## src/rtl/pll_ctrl.sv

```systemverilog
// pll_ctrl: PLL reset/lock sequencer with optional dynamic phase stepping.
// Optional feature macro: PLL_CTRL_PHASE_EN compiles in the phase-step
// request path and the STEP_*/LOAD_* states. Without it the phase outputs
// are held at their idle values and the request inputs are ignored.
// Ports:
//   clk, reset            system clock, synchronous active-high reset
//   pll_locked_i          raw PLL LOCK (asynchronous to clk)
//   pll_rst_o             PLL RST
//   sys_reset_o, ready_o  downstream reset and its inverse
//   phase_req_*           phase step request handshake (valid/ready, sel, dir, steps)
//   pll_phase*_o          PHASESEL, PHASEDIR, PHASESTEP, PHASELOADREG to the PLL
//   lock_loss_count_o     saturating count of lock losses after release
module pll_ctrl #(
  parameter int unsigned PLL_RST_CYCLES     = 16,
  parameter int unsigned LOCK_STABLE_CYCLES = 1024,
  parameter int unsigned STEP_PULSE_CYCLES  = 4,
  parameter int unsigned STEP_GAP_CYCLES    = 4
) (
  input  logic       clk,
  input  logic       reset,
  input  logic       pll_locked_i,
  output logic       pll_rst_o,
  output logic       sys_reset_o,
  output logic       ready_o,
  input  logic       phase_req_valid_i,
  output logic       phase_req_ready_o,
  input  logic [1:0] phase_req_sel_i,
  input  logic       phase_req_dir_i,
  input  logic [7:0] phase_req_steps_i,
  output logic [1:0] pll_phasesel_o,
  output logic       pll_phasedir_o,
  output logic       pll_phasestep_o,
  output logic       pll_phaseloadreg_o,
  output logic [7:0] lock_loss_count_o
);

  localparam int unsigned MAX_AB  = (PLL_RST_CYCLES > LOCK_STABLE_CYCLES) ?
                                    PLL_RST_CYCLES : LOCK_STABLE_CYCLES;
  localparam int unsigned MAX_CD  = (STEP_PULSE_CYCLES > STEP_GAP_CYCLES) ?
                                    STEP_PULSE_CYCLES : STEP_GAP_CYCLES;
  localparam int unsigned MAX_CNT = (MAX_AB > MAX_CD) ? MAX_AB : MAX_CD;
  localparam int unsigned CNT_W   = $clog2(MAX_CNT + 1);

  localparam logic [CNT_W-1:0] RST_LAST    = CNT_W'(PLL_RST_CYCLES - 1);
  localparam logic [CNT_W-1:0] STABLE_LAST = CNT_W'(LOCK_STABLE_CYCLES - 1);
`ifdef PLL_CTRL_PHASE_EN
  localparam logic [CNT_W-1:0] PULSE_LAST  = CNT_W'(STEP_PULSE_CYCLES - 1);
  localparam logic [CNT_W-1:0] GAP_LAST    = CNT_W'(STEP_GAP_CYCLES - 1);
`endif

  typedef enum logic [2:0] {
    PLL_RST   = 3'd0,
    WAIT_LOCK = 3'd1,
    STABLE    = 3'd2,
    RUN       = 3'd3
`ifdef PLL_CTRL_PHASE_EN
    ,
    STEP_LOW  = 3'd4,
    STEP_HIGH = 3'd5,
    LOAD_LOW  = 3'd6,
    LOAD_HIGH = 3'd7
`endif
  } state_t;

  state_t           state;
  state_t           next_state;
  logic [CNT_W-1:0] cnt;
  logic [CNT_W-1:0] cnt_d;
  logic [7:0]       loss_cnt;
  logic [7:0]       loss_cnt_d;
  logic             sync_meta;
  logic             lk;

  logic             pll_rst_d;
  logic             sys_reset_d;
  logic             phase_ready_d;
  logic             step_d;
  logic             load_d;

`ifdef PLL_CTRL_PHASE_EN
  logic [1:0]       sel_q;
  logic [1:0]       sel_d;
  logic             dir_q;
  logic             dir_d;
  logic [7:0]       steps_left;
  logic [7:0]       steps_left_d;
`else
  logic             unused_phase;
  assign unused_phase = ^{phase_req_valid_i, phase_req_sel_i,
                          phase_req_dir_i, phase_req_steps_i};
`endif

  // Two-flop synchronizer for the asynchronous LOCK input
  always_ff @(posedge clk) begin
    if (reset) begin
      sync_meta <= 1'b0;
      lk        <= 1'b0;
    end else begin
      sync_meta <= pll_locked_i;
      lk        <= sync_meta;
    end
  end

  // State register; outputs are registered from the next-state decode
  always_ff @(posedge clk) begin
    if (reset) begin
      state              <= PLL_RST;
      cnt                <= '0;
      loss_cnt           <= '0;
      pll_rst_o          <= 1'b1;
      sys_reset_o        <= 1'b1;
      ready_o            <= 1'b0;
      phase_req_ready_o  <= 1'b0;
      pll_phasestep_o    <= 1'b1;
      pll_phaseloadreg_o <= 1'b1;
`ifdef PLL_CTRL_PHASE_EN
      sel_q              <= 2'd0;
      dir_q              <= 1'b1;
      steps_left         <= 8'd0;
`endif
    end else begin
      state              <= next_state;
      cnt                <= cnt_d;
      loss_cnt           <= loss_cnt_d;
      pll_rst_o          <= pll_rst_d;
      sys_reset_o        <= sys_reset_d;
      ready_o            <= ~sys_reset_d;
      phase_req_ready_o  <= phase_ready_d;
      pll_phasestep_o    <= step_d;
      pll_phaseloadreg_o <= load_d;
`ifdef PLL_CTRL_PHASE_EN
      sel_q              <= sel_d;
      dir_q              <= dir_d;
      steps_left         <= steps_left_d;
`endif
    end
  end

  // Next-state logic
  always_comb begin
    next_state = state;
    cnt_d      = cnt;
    loss_cnt_d = loss_cnt;
`ifdef PLL_CTRL_PHASE_EN
    sel_d        = sel_q;
    dir_d        = dir_q;
    steps_left_d = steps_left;
`endif
    unique case (state)
      PLL_RST: begin
        if (cnt == RST_LAST) begin
          next_state = WAIT_LOCK;
          cnt_d      = '0;
        end else begin
          cnt_d = cnt + CNT_W'(1);
        end
      end
      WAIT_LOCK: begin
        // The cycle that sees lock is the first of the stable run
        if (lk) begin
          next_state = STABLE;
          cnt_d      = CNT_W'(1);
        end
      end
      STABLE: begin
        if (!lk) begin
          next_state = WAIT_LOCK;
          cnt_d      = '0;
        end else if (cnt >= STABLE_LAST) begin
          next_state = RUN;
          cnt_d      = '0;
        end else begin
          cnt_d = cnt + CNT_W'(1);
        end
      end
      RUN: begin
`ifdef PLL_CTRL_PHASE_EN
        if (lk && phase_req_valid_i && phase_req_ready_o) begin
          sel_d = phase_req_sel_i;
          dir_d = phase_req_dir_i;
          if (phase_req_steps_i != 8'd0) begin
            next_state   = STEP_LOW;
            cnt_d        = '0;
            steps_left_d = phase_req_steps_i;
          end
        end
`endif
      end
`ifdef PLL_CTRL_PHASE_EN
      STEP_LOW: begin
        if (cnt == PULSE_LAST) begin
          next_state = STEP_HIGH;
          cnt_d      = '0;
        end else begin
          cnt_d = cnt + CNT_W'(1);
        end
      end
      STEP_HIGH: begin
        if (cnt == GAP_LAST) begin
          cnt_d = '0;
          if (steps_left == 8'd1) begin
            next_state = LOAD_LOW;
          end else begin
            next_state   = STEP_LOW;
            steps_left_d = steps_left - 8'd1;
          end
        end else begin
          cnt_d = cnt + CNT_W'(1);
        end
      end
      LOAD_LOW: begin
        if (cnt == PULSE_LAST) begin
          next_state = LOAD_HIGH;
          cnt_d      = '0;
        end else begin
          cnt_d = cnt + CNT_W'(1);
        end
      end
      LOAD_HIGH: begin
        if (cnt == GAP_LAST) begin
          next_state = RUN;
          cnt_d      = '0;
        end else begin
          cnt_d = cnt + CNT_W'(1);
        end
      end
`endif
      default: begin
        next_state = PLL_RST;
        cnt_d      = '0;
      end
    endcase

    // Lock loss after release overrides everything and abandons any request
    if (!(state inside {PLL_RST, WAIT_LOCK, STABLE}) && !lk) begin
      next_state = PLL_RST;
      cnt_d      = '0;
      if (loss_cnt != 8'hFF) begin
        loss_cnt_d = loss_cnt + 8'd1;
      end
    end
  end

  // Output decode from next state (registered in the state register block)
  always_comb begin
    pll_rst_d     = (next_state == PLL_RST);
    sys_reset_d   = next_state inside {PLL_RST, WAIT_LOCK, STABLE};
    phase_ready_d = 1'b0;
    step_d        = 1'b1;
    load_d        = 1'b1;
`ifdef PLL_CTRL_PHASE_EN
    // sync_meta is the value lk takes on the same edge
    phase_ready_d = (next_state == RUN) && sync_meta;
    step_d        = (next_state != STEP_LOW);
    load_d        = (next_state != LOAD_LOW);
`endif
  end

`ifdef PLL_CTRL_PHASE_EN
  assign pll_phasesel_o = sel_q;
  assign pll_phasedir_o = dir_q;
`else
  assign pll_phasesel_o = 2'd0;
  assign pll_phasedir_o = 1'b1;
`endif

  assign lock_loss_count_o = loss_cnt;

endmodule

```

## config.mk

```make
export PLATFORM = sky130hd
export DESIGN_NAME = pll_ctrl
export DESIGN_NICKNAME = d
export VERILOG_FILES = /design/src/rtl/pll_ctrl.sv
export SDC_FILE = /design/constraint.sdc
export NUM_CORES = 1
export LEC_CHECK = 0
export BUFFER_PORTS_ARGS = -buffer_cell sky130_fd_sc_hd__buf_2
export CAP_MARGIN = 20
export CELL_PAD_IN_SITES_DETAIL_PLACEMENT = 1
export CELL_PAD_IN_SITES_GLOBAL_PLACEMENT = 2
export CORE_MARGIN = 2
export CORE_UTILIZATION = 30
export CTS_CLUSTER_DIAMETER = 100
export DETAILED_ROUTE_END_ITERATION = 10
export PLACE_DENSITY = 0.87
export SYNTH_ARGS = -nofsm -noshare
export SYNTH_HDL_FRONTEND = slang
export SYNTH_SLANG_ARGS = --single-unit
```

## constraint.sdc

```tcl
create_clock -name clk -period 2 [get_ports clk]
set_clock_uncertainty 0.1 [all_clocks]
set_input_delay 0.1 -clock clk [delete_from_list [all_inputs] [get_ports clk]]
set_output_delay 0.1 -clock clk [all_outputs]
set_load 0.02 [all_outputs]
```

==> impl_metrics.py, run 1 <==
metrics = {
    "run_status": {
        "status": "complete, no violations",
    },
    "flow_run": {
        "max_cap_viol_count": 0,
    },
    "setup_path": {
        "critPathKind": "reg -> reg",
        "r2r-start": "cnt[0]",
        "path_max_fanout": 5,
        "r2r_end": "cnt[10]",
        "crit_required_ps": 2120,
        "endpoint_kind": "register",
        "cp.arrival_ps": 1950,
        "r2r_slack_ps": 170,
        "reg2reg_depth": 5,
        "start_kind": "register",
    },
    "cells_and_area": {
        "antennaDiodeCount": 0,
        "synthToLayoutAreaGrowth_pct": 18.5,
        "mostFrequentLayoutCells": "27 x dfxtp_1, 21 x nor2_1, 13 x buf_2, 12 x nand3_1, 11 x nand2_1",
        "final_nets": 198,
        "drive_gt1_frac": 0.189,
        "instances_no_fill": 232,
        "final_common_cell": "dfxtp_1",
        "fin_util": 0.367,
        "nFillCells": 546,
    },
    "synthesis": {
        "synth-simple-area-share": 0.285,
        "ys_top_cells_by_area": "dfxtp_1 40%, nor2_1 5.9%, xor2_1 5.2%",
        "ys_seq_elements": 27,
        "ys_seq_area_frac": 0.404,
        "synthXorXnorAreaFrac": 0.0589,
        "yosysTopAreaCellShare": 0.404,
        "syn_area_per_cell_um2": 8.58,
        "yosys_warnings": 0,
        "synth_area_um2": 1340,
        "netlist.top_cell.by_area": "dfxtp_1",
        "synth_compound_area_frac": 0.141,
        "synth_cell_types": 39,
        "synthAdderAreaFrac": 0.0187,
        "syn_inst": 156,
        "muxShareOfSynthArea": 0.0299,
        "synth_top_family_by_area": "simple AND/OR/NAND/NOR gates",
    },
    "floorplan": {
        "ios": 32,
        "start_util": 0.310,
        "row_count": 24,
        "fp.dieH_um": 70.8,
        "die_w_um": 70.8,
        "die-area_um2": 5010,
        "coreArea_um2": 4320,
    },
    "clock_tree": {
        "root_buffer": "clkbuf_8",
        "htree_levels": 1,
        "clockBufferDepth": 2,
        "clk_pin_slew_ps": 100,
        "clk_latency_ps": 280,
        "clock_sinks": 27,
        "cts_tree": "built",
        "numCtsBuffers": 3,
    },
    "timing": {
        "finalCritPeriodShare": 0.915,
        "setup_tns_ps": 0,
        "report.final.slew_viol_count": 0,
        "max_freq_ghz": 0.547,
        "setup_viol": 0,
        "fin_crit_ps": 1830,
        "hold_viol_final": 0,
        "holdWs_ps": 55.6,
        "rsz0062_at_grt": "no",
    },
    "min_path": {
        "hp-start": "reset",
        "hold_depth": 2,
        "hold_path_end": "lock_loss_count_o[5]",
        "worstHoldPathType": "in -> reg",
    },
    "grt": {
        "grt_antenna_before_repair": 0,
        "grt_max_degree": 18,
        "first_global_vias": 1200,
        "grt_overflow_total": 0,
        "grt_pass1_wl_um": 5360,
        "grt_usage": 0.130,
    },
    "routing": {
        "totalWireLength_um": 3230,
        "vias_per_cell": 5.06,
        "post_drt_wl_per_cell_um": 13.9,
        "dr.pass1.iters": 4,
        "drtIter0Drc": 26,
        "postRouteAntennaNets": 0,
        "drc": 0,
        "dr_total_vias": 1173,
    },
    "placed_design": {
        "dp_hpwl_um": 2430,
        "globalplace.congestion": 0.787,
        "portBuffers": 13,
        "dp_cells": 227,
    },
    "power": {
        "peakVddDrop_uv": 369,
        "p_leak_nw": 0.657,
        "power.density_nw_per_um2": 610,
    },
}
[worst max-delay path by stage]
stage                                     from                   end  slack (ps)  depth (start not counted)
final                                   cnt[0]               cnt[10]         170                          5
after global routing                    cnt[0]                cnt[6]           4                          7
after global placement                  cnt[8]                cnt[9]         200                          6
after detailed placement                cnt[8]                cnt[8]         150                          6
after CTS                               cnt[0]               cnt[10]         130                          5
after floorplan           lock_loss_count_o[0]  lock_loss_count_o[4]          50                          6
[routing by layer]
metal  track usage  vias to the layer above  part of all wire
met1         0.155                      564              0.44
li1              -                      588                 -
met4       0.00629                        0                 0
met2         0.242                       21              0.52
met5             0                        -                 0
met3        0.0356                        0             0.039
[cells by family after synthesis]
family          Yosys count
compound gates           26
xor+xnor                  9
fa+ha+maj                 2
buf+inv                  12
flops                    27
mux                       4
other cells               2
simple gates             74
[cells in the mapped netlist]
master,instances
nor3_1,5
nand3_1,12
o211ai_1,1
or4b_1,1
nor4_2,1
nand2_1,11
buf_4,6
ha_1,2
buf_2,1
nor4_1,1
dfxtp_1,27
a311oi_1,1
nand4_1,2
buf_6,1
or3_1,4
inv_1,2
nor2b_1,3
and2_1,1
nand2b_1,2
and3_1,3
o21bai_1,1
or2_2,1
a22oi_1,1
a31oi_1,8
or2b_1,1
nor2_1,21
conb_1,2
mux2i_1,4
xor2_1,8
a21oi_1,4
o21ai_0,5
xnor2_1,1
and4_1,2
clkbuf_1,2
o22ai_1,1
nand3b_1,3
a31o_1,1
o211a_1,2
o41ai_4,1
[where the power goes]
group | switching (W) | internal (W) | leakage (nW) | total [W]
Combinational | 0.0000506 | 0.0000305 | 0.412 | 0.0000811
Sequential | 0.0000109 | 0.000547 | 0.219 | 0.000558
Clock | 0.000183 | 0.000146 | 0.0261 | 0.000329
[what timing repair did]
action,CTS,global route
setup buffers,0,0
endpoints found under the hold margin,1,0
hold buffers,1,0
endpoints found under the setup margin,0,7
resized for setup,0,5
[per-stage QoR]
step           cell area (um2)  power [W]  setup slack [ps]
2_1_floorplan             1360   0.000629              54.1
3_3_place_gp              1500   0.000643               198
3_5_place_dp              1500   0.000647               151
4_1_cts                   1560   0.000979               127
5_1_grt                   1590    0.00101              4.49
6_report                  1590   0.000968               170
[state kept, by name, summed over array words and instances (netlist names)]
signal             cells
state                  3
cnt                   11
lk                     1
lock_loss_count_o      8
sync_meta              1
ready_o                1
sys_reset_o            1
pll_rst_o              1
[area by class of cell]
cell class,instances,area [um2],share of cell area
clock buffers,3,41.3,0.0260
clock inverters,1,8.76,0.00552
inverters,2,7.51,0.00473
multi-input cells,122,762,0.480
flip-flops and latches,27,541,0.341
well taps,52,65.1,0.0410
repair buffers,25,161,0.102
[critical path, stage by stage (launching register included)]
cell and delay, ps:
dfxtp_1 380, ha_2 250, nand4_1 200, nor3_1 230, or4b_1 460, a21oi_1 150
Power figures use the tool's default switching activity.
==> inputs of run 2 (changes only) <==
--- a/config.mk
+++ b/config.mk
@@ -13,7 +13,7 @@
 export CORE_UTILIZATION = 30
 export CTS_CLUSTER_DIAMETER = 100
 export DETAILED_ROUTE_END_ITERATION = 10
-export PLACE_DENSITY = 0.87
+export PLACE_DENSITY = 0.76
 export SYNTH_ARGS = -nofsm -noshare
 export SYNTH_HDL_FRONTEND = slang
 export SYNTH_SLANG_ARGS = --single-unit
==> impl_metrics.py, run 2 (same netlist as run 1, synthesis figures left out) <==
metrics = {
    "run_status": {
        "status": "complete, no violations",
    },
    "clock_tree": {
        "cts_tree": "built",
        "clockBufferDepth": 2,
        "clk_pin_slew_ps": 100,
        "root_buffer": "clkbuf_8",
        "numCtsBuffers": 3,
        "htree_levels": 1,
        "clock_sinks": 27,
        "clk_latency_ps": 270,
        "postCtsSetupRepairBufs": 0,
    },
    "cells_and_area": {
        "largest_reg_flops": 11,
        "mostFrequentLayoutCells": "27 x dfxtp_1, 21 x nor2_1, 13 x buf_2, 12 x nand3_1, 12 x buf_4",
        "largest_register": "cnt",
        "final_nets": 200,
        "antennaDiodeCount": 0,
        "final_common_cell": "dfxtp_1",
        "synthToLayoutAreaGrowth_pct": 17.9,
        "nFillCells": 529,
        "drive_gt1_frac": 0.181,
    },
    "floorplan": {
        "ios": 32,
        "die-area_um2": 5010,
        "coreArea_um2": 4320,
        "fp.dieH_um": 70.8,
        "row_count": 24,
        "start_util": 0.310,
        "die_w_um": 70.8,
    },
    "timing": {
        "timing.final.ws_setup_ps": 141,
        "hold_viol_final": 0,
        "rsz0062_at_grt": "no",
        "finalCritPeriodShare": 0.930,
        "max_freq_ghz": 0.538,
        "fin_crit_ps": 1860,
        "report.final.slew_viol_count": 0,
        "setup_viol": 0,
        "setup_tns_ps": 0,
        "holdWs_ps": 66.4,
    },
    "setup_path": {
        "cp_slowest_cell": "or4b_1",
        "crit_required_ps": 2110,
        "reg2reg_depth": 5,
        "r2r-start": "cnt[0]",
        "path_max_fanout": 5,
        "path_cells": "ha_1, and3_1, a31o_1, or4b_1, a21oi_1",
        "endpoint_kind": "register",
        "cpPeakStageDelay_ps": 470,
        "crit_buf_inv": 0,
        "cp.arrival_ps": 1970,
        "cp-endpoint": "cnt[10]",
        "r2r_slack_ps": 140,
        "r2r_end": "cnt[10]",
        "start_kind": "register",
        "crit_path_start": "cnt[0]",
        "critical_path.top_delay_family": "simple AND/OR/NAND/NOR gates",
        "critPathKind": "reg -> reg",
        "path_depth": 5,
    },
    "grt": {
        "met1_usage": 0.161,
        "grt_max_degree": 16,
        "grt_antenna_before_repair": 0,
        "grt_overflow_total": 0,
        "grt_pass1_wl_um": 5660,
        "grt_busiest_layer": "met2",
        "met2_usage": 0.254,
        "first_global_vias": 1282,
        "grt_usage": 0.137,
        "use_met3": 0.0313,
    },
    "routing": {
        "dr_total_vias": 1187,
        "postRouteAntennaNets": 0,
        "vias_per_cell": 5.07,
        "drc": 0,
        "drtIter0Drc": 34,
        "totalWireLength_um": 3260,
        "dr.pass1.iters": 2,
        "post_drt_wl_per_cell_um": 13.9,
    },
    "flow_run": {
        "max_cap_viol_count": 0,
    },
    "placed_design": {
        "dp_slack_ps": 111,
        "globalplace.congestion": 0.783,
        "dp_hpwl_um": 2510,
        "portBuffers": 13,
    },
    "power": {
        "power.density_nw_per_um2": 605,
        "peakVddDrop_uv": 317,
        "p_leak_nw": 0.648,
    },
    "min_path": {
        "worstHoldPathType": "in -> reg",
        "hold_depth": 2,
    },
}
run 2: cell types whose count changed in the layout (fill, tap and decap cells not counted), sizes merged:
| cell | delta |
|---|---|
| buf | +2 |
| inv | -1 |
| clkbuf | +1 |
run 2: layout make-up:
class                   count  area (um2)  area share
multi-input cells         122         744       0.471
repair buffers             27         176       0.112
clock buffers               4        45.0      0.0285
inverters                   2        7.51     0.00475
well taps                  52        65.1      0.0412
flip-flops and latches     27         541       0.342
run 2: layer usage:
layer / part of all wire / routed length (um) / up-vias
li1: - / - / 592
met1: 0.44 / 1420 / 574
met2: 0.53 / 1710 / 17
met3: 0.028 / 91 / 4
met4: 0.0089 / 29 / 0
met5: 0 / 0 / -
run 2: worst min-delay path by stage:
| stage | start | to | slack, ps |
|---|---|---|---|
| after floorplan | pll_locked_i | sync_meta | 130 |
| after global placement | pll_locked_i | sync_meta | 210 |
| after detailed placement | pll_locked_i | sync_meta | 220 |
| after CTS | reset | lock_loss_count_o[1] | 70 |
| after global routing | reset | lock_loss_count_o[1] | 80 |
| final | reset | lock_loss_count_o[4] | 70 |
run 2: where the power goes:
group	total [W]	leakage [nW]	internal [W]	switching, W
combinational	0.0000778	0.406	0.0000293	0.0000485
clock	0.000319	0.0228	0.000143	0.000176
sequential	0.000559	0.219	0.000547	0.0000117
total	0.000955	0.647	0.000719	0.000236
run 2: per-stage QoR:
stage	std cells	cell area, um2	total power [W]	utilization
after CTS	234	1570	0.000973	0.363
after global routing	234	1580	0.000999	0.365
after floorplan	161	1360	0.000629	-
after detailed placement	229	1520	0.000648	0.351
after global placement	229	1520	0.000642	0.351
final	234	1580	0.000955	0.365
run 2: worst reg2reg max path, stage by stage, from the launching register on:
cell     delay, ps
dfxtp_1        330
ha_1           260
and3_1         230
a31o_1         260
or4b_1         470
a21oi_1        150
run 2: timing repair:
action	4_1_cts	5_1_grt
hold buffers	1	0
resized for setup	0	2
setup endpoints to repair	0	3
hold endpoints to repair	1	0
==> inputs of run 3 (changes only) <==
--- a/config.mk
+++ b/config.mk
@@ -13,7 +13,7 @@
 export CORE_UTILIZATION = 30
 export CTS_CLUSTER_DIAMETER = 100
 export DETAILED_ROUTE_END_ITERATION = 10
-export PLACE_DENSITY = 0.76
+export PLACE_DENSITY = 0.78
 export SYNTH_ARGS = -nofsm -noshare
 export SYNTH_HDL_FRONTEND = slang
 export SYNTH_SLANG_ARGS = --single-unit
==> impl_metrics.py, run 3 (same netlist as run 1, synthesis figures left out) <==
metrics = {
    "placed_design": {
        "dp_slack_ps": 109,
        "portBuffers": 13,
        "dp_hpwl_um": 2530,
        "globalplace.congestion": 0.794,
    },
    "setup_path": {
        "path_max_fanout": 5,
        "cp.arrival_ps": 2010,
        "start_kind": "register",
        "critical_path.top_delay_family": "simple AND/OR/NAND/NOR gates",
        "crit_buf_inv": 0,
        "endpoint_kind": "register",
        "r2r_slack_ps": 90,
        "critPathKind": "reg -> reg",
        "cp_slowest_cell": "or4b_1",
        "cpPeakStageDelay_ps": 490,
        "r2r_end": "cnt[10]",
        "r2r-start": "cnt[0]",
        "crit_required_ps": 2100,
        "reg2reg_depth": 5,
        "path_cells": "ha_1, and3_1, a31o_1, or4b_1, a21oi_1",
    },
    "timing": {
        "setup_tns_ps": 0,
        "timing.final.ws_setup_ps": 94.2,
        "holdWs_ps": 76.2,
        "finalCritPeriodShare": 0.953,
        "rsz0062_at_grt": "no",
        "setup_viol": 0,
        "max_freq_ghz": 0.525,
        "hold_viol_final": 0,
        "fin_crit_ps": 1910,
        "report.final.slew_viol_count": 0,
    },
    "power": {
        "peakVddDrop_uv": 347,
        "finalPower_w": 0.000947,
        "p_leak_nw": 0.664,
        "power.density_nw_per_um2": 598,
    },
    "clock_tree": {
        "clk_latency_ps": 270,
        "clock_sinks": 27,
        "numCtsBuffers": 3,
        "htree_levels": 1,
        "clk_pin_slew_ps": 90,
        "root_buffer": "clkbuf_8",
        "clockBufferDepth": 2,
        "postCtsSetupRepairBufs": 0,
        "cts_tree": "built",
    },
    "grt": {
        "first_global_vias": 1209,
        "grt_antenna_before_repair": 0,
        "grt_pass1_wl_um": 5650,
        "grt_max_degree": 16,
        "grt_usage": 0.137,
        "grt_overflow_total": 0,
    },
    "cells_and_area": {
        "largest_register": "cnt",
        "final_nets": 200,
        "drive_gt1_frac": 0.181,
        "multi_input_area_um2": 753,
        "antennaDiodeCount": 0,
        "final-seq-area_um2": 541,
        "fin_util": 0.366,
        "mostFrequentLayoutCells": "27 x dfxtp_1, 21 x nor2_1, 13 x buf_2, 13 x buf_4, 12 x nand3_1",
        "largest_reg_flops": 11,
        "final_common_cell": "dfxtp_1",
        "nFillCells": 550,
        "synthToLayoutAreaGrowth_pct": 18.3,
    },
    "floorplan": {
        "start_util": 0.310,
        "row_count": 24,
        "fp.dieH_um": 70.8,
        "ios": 32,
        "die-area_um2": 5010,
        "die_w_um": 70.8,
        "coreArea_um2": 4320,
    },
    "routing": {
        "post_drt_wl_per_cell_um": 14.1,
        "dr.pass1.iters": 4,
        "vias_per_cell": 5.14,
        "postRouteAntennaNets": 0,
        "drtIter0Drc": 39,
        "totalWireLength_um": 3310,
        "dr_total_vias": 1202,
        "drc": 0,
    },
    "run_status": {
        "status": "complete, no violations",
    },
    "min_path": {
        "hold_depth": 2,
        "worstHoldPathType": "in -> reg",
        "hp-start": "reset",
        "hold_path_end": "lock_loss_count_o[3]",
    },
    "flow_run": {
        "max_cap_viol_count": 0,
    },
}
## run 3: worst max-delay path by stage
| stage | start | to | cells past startpoint |
|---|---|---|---|
| after global routing | cnt[0] | cnt[10] | 5 |
| after floorplan | lock_loss_count_o[0] | lock_loss_count_o[4] | 6 |
| after global placement | cnt[8] | cnt[5] | 6 |
| after CTS | cnt[0] | cnt[10] | 5 |
| final | cnt[0] | cnt[10] | 5 |
| after detailed placement | cnt[0] | cnt[10] | 5 |
## run 3: where the power goes
part            total, W  switching, W  internal, W
Combinational  0.0000792     0.0000495    0.0000297
Sequential      0.000558     0.0000114     0.000547
Clock           0.000310      0.000167     0.000143
Total           0.000947      0.000228     0.000719
## run 3: layer usage
metal | up-vias | track usage | routed length, um
met4 | 0 | 0.0335 | 27
met5 | - | 0 | 0
met2 | 19 | 0.229 | 1650
met3 | 4 | 0.0313 | 89
li1 | 595 | - | -
met1 | 584 | 0.178 | 1540
## run 3: final cells by class
| type | instances | area share |
|---|---|---|
| multi-input cells | 122 | 0.476 |
| inverters | 2 | 0.00474 |
| well taps | 52 | 0.0411 |
| repair buffers | 27 | 0.109 |
| clock buffers | 4 | 0.0284 |
| flip-flops and latches | 27 | 0.341 |
## run 3: metrics by stage
stage | instance area [um2] | std cells
floorplan | 1360 | 161
global placement | 1520 | 229
detailed placement | 1520 | 229
CTS | 1570 | 234
global route | 1580 | 234
finish | 1580 | 234
## run 3: worst reg2reg max path, cell delays in order, from the launching register on
cell	delay, ps
dfxtp_1	330
ha_1	260
and3_1	240
a31o_1	260
or4b_1	490
a21oi_1	150
## run 3: repair_timing
action / CTS / global route
resized for setup: 0 / 2
setup endpoints to repair: 0 / 4
hold buffers: 1 / 0
endpoints found under the hold margin: 1 / 0
